## src/rtl/mem_ctrl_pkg.sv

```systemverilog
// Shared types for the unified memory controller: FSM states, arbitration
// modes and the port-select encoding.
package mem_ctrl_pkg;

  typedef enum logic [1:0] {
    IDLE = 2'd0,
    ACC  = 2'd1,
    RESP = 2'd2
  } state_e;

  localparam int ARB_FIXED = 0;
  localparam int ARB_RR    = 1;

  typedef enum logic {
    PORT_IF = 1'b0,
    PORT_D  = 1'b1
  } port_e;

endpackage

```

## src/rtl/spram.sv

```systemverilog
// Single-port-style RAM: one synchronous write port and one registered read
// port sharing a 2**ADDR_W x DATA_W array.
module spram #(
  parameter int DATA_W = 8,
  parameter int ADDR_W = 5
) (
  input  logic              clk,
  input  logic              we,
  input  logic [ADDR_W-1:0] waddr,
  input  logic [DATA_W-1:0] wdata,
  input  logic              re,
  input  logic [ADDR_W-1:0] raddr,
  output logic [DATA_W-1:0] rdata
);

  logic [DATA_W-1:0] mem [2**ADDR_W];

  // NOTE: the array has no reset on purpose; clearing it would need a
  // sequencer and would destroy the preloaded program image.
  always_ff @(posedge clk) begin
    if (we) mem[waddr] <= wdata;
    if (re) rdata <= mem[raddr];
  end

endmodule

```

## src/rtl/unified_mem_ctrl.sv

```systemverilog
// Shared-RAM controller arbitrating instruction-fetch and data ports, with
// configurable wait states and a reset-time preload path.
module unified_mem_ctrl
  import mem_ctrl_pkg::*;
#(
  parameter int DATA_W   = 8,
  parameter int ADDR_W   = 5,
  parameter int WAIT_CYC = 1,
  parameter int ARB_MODE = ARB_FIXED
) (
  input  logic              clk,
  input  logic              rst,
  input  logic              ld_we,
  input  logic [ADDR_W-1:0] ld_addr,
  input  logic [DATA_W-1:0] ld_data,
  input  logic              if_req,
  input  logic [ADDR_W-1:0] if_addr,
  output logic [DATA_W-1:0] if_rdata,
  output logic              if_ack,
  input  logic              d_rd,
  input  logic              d_wr,
  input  logic [ADDR_W-1:0] d_addr,
  input  logic [DATA_W-1:0] d_wdata,
  output logic [DATA_W-1:0] d_rdata,
  output logic              d_ack,
  output logic              busy,
  output logic              err
);

  state_e            state, state_nxt;
  port_e             win_port, gnt_port, rr_ptr;
  logic [3:0]        cnt;
  logic              d_pend, grant, commit;
  logic [ADDR_W-1:0] acc_addr;
  logic [DATA_W-1:0] acc_wdata;
  logic              acc_wr;
  logic [DATA_W-1:0] if_hold, d_hold, ram_q;
  logic              ram_we, ram_re;
  logic [ADDR_W-1:0] ram_waddr;
  logic [DATA_W-1:0] ram_wdata;

  // NOTE: every combinational output gets a default before any branch so no
  // path leaves it unassigned and no latch is inferred.
  always_comb begin
    d_pend   = d_rd | d_wr;
    win_port = PORT_IF;
    if (d_pend && if_req) win_port = (ARB_MODE == ARB_FIXED) ? PORT_D : rr_ptr;
    else if (d_pend)      win_port = PORT_D;
    grant  = (state == IDLE) && (if_req || d_pend);
    commit = (state == ACC) && (cnt == 4'd0);
  end

  always_comb begin
    state_nxt = state;
    unique case (state)
      IDLE:    if (grant)  state_nxt = ACC;
      ACC:     if (commit) state_nxt = RESP;
      RESP:    state_nxt = IDLE;
      default: state_nxt = IDLE;
    endcase
  end

  // NOTE: sequential state uses non-blocking assignments so every register
  // samples pre-edge values regardless of statement order.
  always_ff @(posedge clk) begin
    if (rst) begin
      state   <= IDLE;
      rr_ptr  <= PORT_D;
      err     <= 1'b0;
      cnt     <= 4'd0;
      if_hold <= '0;
      d_hold  <= '0;
    end else begin
      state <= state_nxt;
      if (grant) begin
        cnt    <= 4'(WAIT_CYC);
        rr_ptr <= (win_port == PORT_D) ? PORT_IF : PORT_D;
        if (win_port == PORT_D && d_rd && d_wr) err <= 1'b1;
      end else if (state == ACC && cnt != 4'd0) begin
        cnt <= cnt - 4'd1;
      end
      // Read data leaves the RAM register during RESP; keep it per port.
      if (state == RESP && !acc_wr) begin
        if (gnt_port == PORT_IF) if_hold <= ram_q;
        else                     d_hold  <= ram_q;
      end
    end
  end

  // NOTE: the access latches are pure datapath, always loaded before use, so
  // they carry no reset.
  always_ff @(posedge clk) begin
    if (grant) begin
      gnt_port  <= win_port;
      acc_addr  <= (win_port == PORT_D) ? d_addr : if_addr;
      acc_wdata <= d_wdata;
      acc_wr    <= (win_port == PORT_D) && d_wr;
    end
  end

  // Reset owns the write port for preload and blocks any pending commit.
  always_comb begin
    ram_we    = rst ? ld_we   : (commit && acc_wr);
    ram_waddr = rst ? ld_addr : acc_addr;
    ram_wdata = rst ? ld_data : acc_wdata;
    ram_re    = !rst && commit && !acc_wr;
  end

  spram #(
    .DATA_W (DATA_W),
    .ADDR_W (ADDR_W)
  ) u_spram (
    .clk   (clk),
    .we    (ram_we),
    .waddr (ram_waddr),
    .wdata (ram_wdata),
    .re    (ram_re),
    .raddr (acc_addr),
    .rdata (ram_q)
  );

  assign busy     = (state != IDLE);
  assign if_ack   = (state == RESP) && (gnt_port == PORT_IF);
  assign d_ack    = (state == RESP) && (gnt_port == PORT_D);
  assign if_rdata = (if_ack && !acc_wr) ? ram_q : if_hold;
  assign d_rdata  = (d_ack && !acc_wr) ? ram_q : d_hold;

endmodule

```

## config.mk

```make
export PLATFORM = sky130hd
export DESIGN_NAME = unified_mem_ctrl
export DESIGN_NICKNAME = d
export VERILOG_FILES = /design/src/rtl/mem_ctrl_pkg.sv /design/src/rtl/spram.sv /design/src/rtl/unified_mem_ctrl.sv
export SDC_FILE = /design/constraint.sdc
export NUM_CORES = 1
export LEC_CHECK = 0
export BUFFER_PORTS_ARGS = -buffer_cell sky130_fd_sc_hd__clkbuf_2
export CAP_MARGIN = 10
export CORE_UTILIZATION = 62
export CTS_CLUSTER_SIZE = 24
export DETAILED_ROUTE_END_ITERATION = 12
export PLACE_DENSITY_LB_ADDON = 0.1
export SYNTH_ARGS = -nofsm -noshare
export SYNTH_HDL_FRONTEND = slang
export SYNTH_SLANG_ARGS = --single-unit
```

## constraint.sdc

```tcl
create_clock -name clk -period 5.64 [get_ports clk]
set_input_delay 0.564 -clock clk [delete_from_list [all_inputs] [get_ports clk]]
set_output_delay 0.564 -clock clk [all_outputs]
set_load 0.05 [all_outputs]
```

## Word level (Yosys, flattened, before mapping)

Memories as Yosys holds them, arrays and structs flattened. A register that Yosys moved wholly into a read port is not among the register bits.
Cells that the tools add are included.

| cells by class | value |
|---|---|
| add/subtract/negate cells | 1 |
| equality and inequality tests | 4 |
| multiplexer cells | 15 |
| bitwise operators | 2 |
| reductions and logical operators | 28 |

Operator list:

| cell | number |
|---|---|
| $mux W8 | 3 |
| $logic_and A1 B1 Y1 | 15 |
| $mux W5 | 2 |
| $reduce_and A2 Y1 | 4 |
| $mux W1 | 7 |
| $logic_not A4 Y1 | 1 |
| $mux W2 | 2 |
| $ne A2 B2 Y1 const B | 2 |
| $pmux W2 S2 | 1 |
| $reduce_bool A2 Y1 | 2 |
| $reduce_bool A4 Y1 | 1 |
| $sub A4 B1 Y4 const B | 1 |
| $eq A2 B1 Y1 const B | 1 |
| $eq A2 B2 Y1 const B | 1 |
| $logic_not A1 Y1 | 2 |
| $logic_not A2 Y1 | 1 |
| $reduce_or A2 Y1 | 1 |
| $logic_or A1 B1 Y1 | 1 |
| $not A1 Y1 | 1 |
| $or A1 B1 Y1 | 1 |

| word-level totals | value |
|---|---|
| bits in registers | 38 |
| memory bits (writable) | 256 |
| input bits | 37 |
| output and inout bits | 20 |
| word-level logic and storage cells | 61 |
| memories kept | 1 |

Memory list:

| memory | words | bits a word | rd ports | clocked after Yosys merged registers in | wr ports | line | RTL |
|---|---|---|---|---|---|---|---|
| u_spram.mem | 32 | 8 | 1 | 1 | 1 | spram.sv:16 | `logic [DATA_W-1:0] mem [2**ADDR_W];` |

## Logic depth before layout (Yosys ltp)

| depth | value |
|---|---|
| depth after elaboration | 6 |
| depth in mapped cells | 6 |

## Hierarchy

A second synthesis with hierarchy kept.

| unflattened totals | value |
|---|---|
| cells, all modules | 550 |
| area, all modules | 11817.6 µm² |

Modules (own cells, without submodules):

| module | instances | cells an instance | area each (µm²) | seq. area each (µm²) |
|---|---|---|---|---|
| spram | 1 | 417 | 10133.5 | 7927.6 |
| unified_mem_ctrl | 1 | 133 | 1684.1 | 910.9 |

## Worst setup path before layout

No wires, ideal clock.

| path | value |
|---|---|
| path kind | input -> register |
| from | input port rst |
| to | memory u_spram.mem[16][0], enable pin |
| setup time | 0.395 ns |
| arrival | 2.567 ns |
| setup slack | 2.678 ns |
| cell stages on the path | 5 |
| buffers on the path | 2 |
| path through | clkbuf_1 > clkbuf_1 > mux2i_1 > o21ai_0 > nor4_1 |

| between the ends | value |
|---|---|
| cells in the longest elaborated chain, start to end | 3 |
| elaborated cells on any way between the ends | 4 |

Ends and longest elaborated chain:

| element | line | RTL |
|---|---|---|
| from (decl) | unified_mem_ctrl.sv:12 | `input logic rst,` |
| $mux W1 | unified_mem_ctrl.sv:103 | `ram_we = rst ? ld_we : (commit && acc_wr);` |
| $mux W1 | spram.sv:21 | `if (we) mem[waddr] <= wdata;` |
| $mux W1 (not written as such) | spram.sv:21 |  |
| to (decl) | spram.sv:16 |  |

Several ways; a longest one is shown, not always the timed one.

## Worst setup path in the final report

| path | value |
|---|---|
| from | register gnt_port |
| to | output port if_rdata[5] |

| between the ends | value |
|---|---|
| cells in the longest elaborated chain, start to end | 4 |

Ends and longest elaborated chain:

| element | line | RTL |
|---|---|---|
| from (decl) | unified_mem_ctrl.sv:31 | `port_e win_port, gnt_port, rr_ptr;` |
| from (signal assigned) | unified_mem_ctrl.sv:94 | `gnt_port <= win_port;` |
| $not A1 Y1 (no source line) | - |  |
| $logic_and A1 B1 Y1 | unified_mem_ctrl.sv:123 | `assign if_ack = (state == RESP) && (gnt_port == PORT_IF);` |
| $logic_and A1 B1 Y1 | unified_mem_ctrl.sv:125 | `assign if_rdata = (if_ack && !acc_wr) ? ram_q : if_hold;` |
| $mux W8 | unified_mem_ctrl.sv:125 |  |
| to (decl) | unified_mem_ctrl.sv:18 | `output logic [DATA_W-1:0] if_rdata,` |

Every way passes these cells.

==> impl_metrics.tcl <==
set metrics [dict create \
    achievable-frequency_ghz 0.327 \
    ys_seq_area_frac 0.740 \
    cp.required_ps 5080 \
    post_cts_buffers 0 \
    netlist.area_leader.share 0.702 \
    drt_iter0_markers 750 \
    synth_top_cell_by_area "edfxtp_1" \
    power_density_mw_per_mm2 370 \
    viasPerCell 6.53 \
    io_buffer_count 56 \
    clockBufferDepth 3 \
    ctsHoldBuffers 0 \
    worst_pin_slew_ps 972 \
    io_pins 57 \
    wire_per_inst_um 27.0 \
    cp.arrival_ps 2490 \
    final_layout_size_suffix_gt1_frac 0.397 \
    drc 0 \
    cp_max_fo 8 \
    cts_resized 0 \
    antenna_cells 0 \
    worstSetupEndpointType "output port" \
    gr-total-overflow 0 \
    ir_worst_vdd_mv 0.282 \
    fin_crit_sh 0.542 \
    start_util 0.636 \
    cts_tree "done" \
    cts.sinks 302 \
    hold_path_depth 1 \
    p_total_mw 5.04 \
    drt-pass1-iter-count 5 \
    yosys-top-cells-area "edfxtp_1 70%, mux4_2 15%, dfxtp_1 3.9%" \
    die_y_um 141 \
    fill_cells 1091 \
    die_x_um 141 \
    run_status "finished clean" \
    crit_slowest_cell "nor4b_2" \
    rsz0062_at_grt "no" \
    drtAntennaViolNets 0 \
    synth_warnings 0 \
    track_usage 0.264 \
    finalMaxSlewViolations 0 \
    relSlewSlack 0.352 \
    ys_seq_elements 302 \
    clockRootBuffer "clkbuf_16" \
    reg2reg_depth 4 \
    drt-total-wl_um 24700 \
    netlist_area_mm2 0.0119 \
    finalSetupTns_ps 0 \
    skew_ps 13.7 \
    path_buf_inv 1 \
    setup_violations 0 \
    fin_crit_ps 3060 \
    hold_class "input pin to register" \
    die_area_mm2 0.0198 \
    path_class "register to output port" \
    start_kind "register" \
    ctsHtreeMaxLevel 1 \
    cts_buffers 30 \
    antenna_found_initial 1 \
    syn_area_per_cell_um2 21.2 \
    hpwlAfterDp_um 15200 \
    grt_max_degree 57 \
    cp_top_family "simple AND/OR/NAND/NOR gates" \
    num-nets-final 696 \
    syn_nets 601 \
    synthCells 563 \
    area_growth_syn_to_layout_pct 14.2 \
    grt_first_pass_wirelength_um 37400 \
    via_count 5983 \
    grt_pass1_vias 6017 \
    place_congestion 0.866 \
    std_cell_rows 50 \
    ys_types 32 \
    hold_viol_final 0 \
    cap_violations 0 \
    critPathMaxStageDelay_ps 840 \
    clk_latency_ps 550 \
    crit_cells 3 \
    clk_pin_slew_worst_paths_ps 60 \
    path_cells "nor4b_2 > mux2_2 > clkbuf_2" \
    p_leak_nw 4.53 \
    core_area_mm2 0.0188 \
]
-- stage by stage --
stage,util,worst slack [ps],instance area (um^2),cells,hold WS [ps]
2_1_floorplan,-,2680,11900,563,466
3_3_place_gp,0.674,2160,12700,859,456
3_5_place_dp,0.675,2270,12700,860,472
4_1_cts,0.727,2540,13600,916,184
5_1_grt,0.727,2400,13600,916,179
6_report,0.727,2580,13600,916,200
-- power breakdown --
| part | switching [mW] | internal, mW |
|---|---|---|
| clock | 0.798 | 1.13 |
| sequential | 0.0318 | 2.53 |
| combinational | 0.323 | 0.229 |
-- area by class of cell --
| cell class | instances | area [um^2] | area share |
|---|---|---|---|
| Multi-Input combinational cell | 221 | 2920 | 0.214 |
| Timing Repair Buffer | 97 | 586 | 0.0429 |
| Inverter | 6 | 22.5 | 0.00165 |
| Tap cell | 234 | 293 | 0.0215 |
| Sequential cell | 302 | 8840 | 0.648 |
| Clock inverter | 22 | 163 | 0.0119 |
| Clock buffer | 34 | 817 | 0.0599 |
-- cell usage in the layout, fill, tap and decap left out, types with 2 or more instances in the layout --
master	n
clkinv_2	10
bufinv_16	2
mux4_2	80
nor2_1	3
mux2_2	40
inv_1	6
nor3_1	3
clkinvlp_4	4
a31oi_1	2
dfxtp_1	23
nor4_1	33
buf_4	40
clkinv_1	6
clkbuf_8	3
clkbuf_2	56
a21oi_1	4
and3b_1	4
or4_1	2
nor2b_1	17
nor3b_1	6
nand2b_1	2
clkbuf_16	31
edfxtp_1	279
o21ai_0	11
mux2i_1	2
-- synth_stat cells --
cell      count
edfxtp_1    279
mux4_2       80
mux2_2       40
nor4_1       33
dfxtp_1      23
clkbuf_1     22
nor2b_1      17
o21ai_0      11
inv_1         6
nor3b_1       6
buf_6         5
a21oi_1       4
and3b_1       4
buf_2         4
buf_1         3
mux2i_1       3
nor2_1        3
nor3_1        3
a31oi_1       2
nand2b_1      2
or4_1         2
a311oi_1      1
a32oi_1       1
and3_1        1
ha_1          1
nand2_1       1
nand3_1       1
nor4b_2       1
nor4bb_1      1
o21bai_1      1
or3_1         1
or3b_2        1
-- worst register-to-register path, cell delays in order, from the launching register on --
cell	delay [ps]
edfxtp_1	640
buf_4	740
mux4_2	500
mux4_2	540
mux2_2	300
-- cell families (layout without fill, tap and decap cells) --
| family | count (synthesis) | after routing | share of synthesized area |
|---|---|---|---|
| mux | 123 | 123 | 0.191 |
| simple gates | 77 | 77 | 0.0420 |
| flops | 302 | 302 | 0.740 |
| compound gates | 20 | 20 | 0.00943 |
| fa+ha+maj | 1 | 1 | 0.00105 |
| buf+inv | 40 | 159 | 0.0161 |
-- metal layers --
metal / global-route usage / vias up / part of all wire
met5: 0 / - / 0
met4: 0.0749 / 0 / 0.025
met3: 0.0496 / 44 / 0.080
met2: 0.405 / 294 / 0.48
met1: 0.396 / 3082 / 0.41
li1: - / 2563 / -
-- worst paths after layout --
path	start	to	slack (ps)
min	d_wdata[1]	acc_wdata[1]$_DFFE_PP_	200
max	gnt_port$_DFFE_PP_	if_rdata[5]	2580
min reg2reg	err$_SDFFE_PP0P_	err$_SDFFE_PP0P_	490
max reg2reg	acc_addr[2]$_DFFE_PP_	u_spram.rdata[2]$_DFFE_PP_	2680
-- registers in the layout, summed over array words and instances, names as in the netlist --
signal and flops:
if_hold 8, d_hold 8, state 2, acc_wdata 8
err 1, acc_wr 1, u_spram.rdata 8, acc_addr 5
u_spram.mem 256, gnt_port 1, cnt 4
No activity file was read; power rests on OpenSTA's default activity.
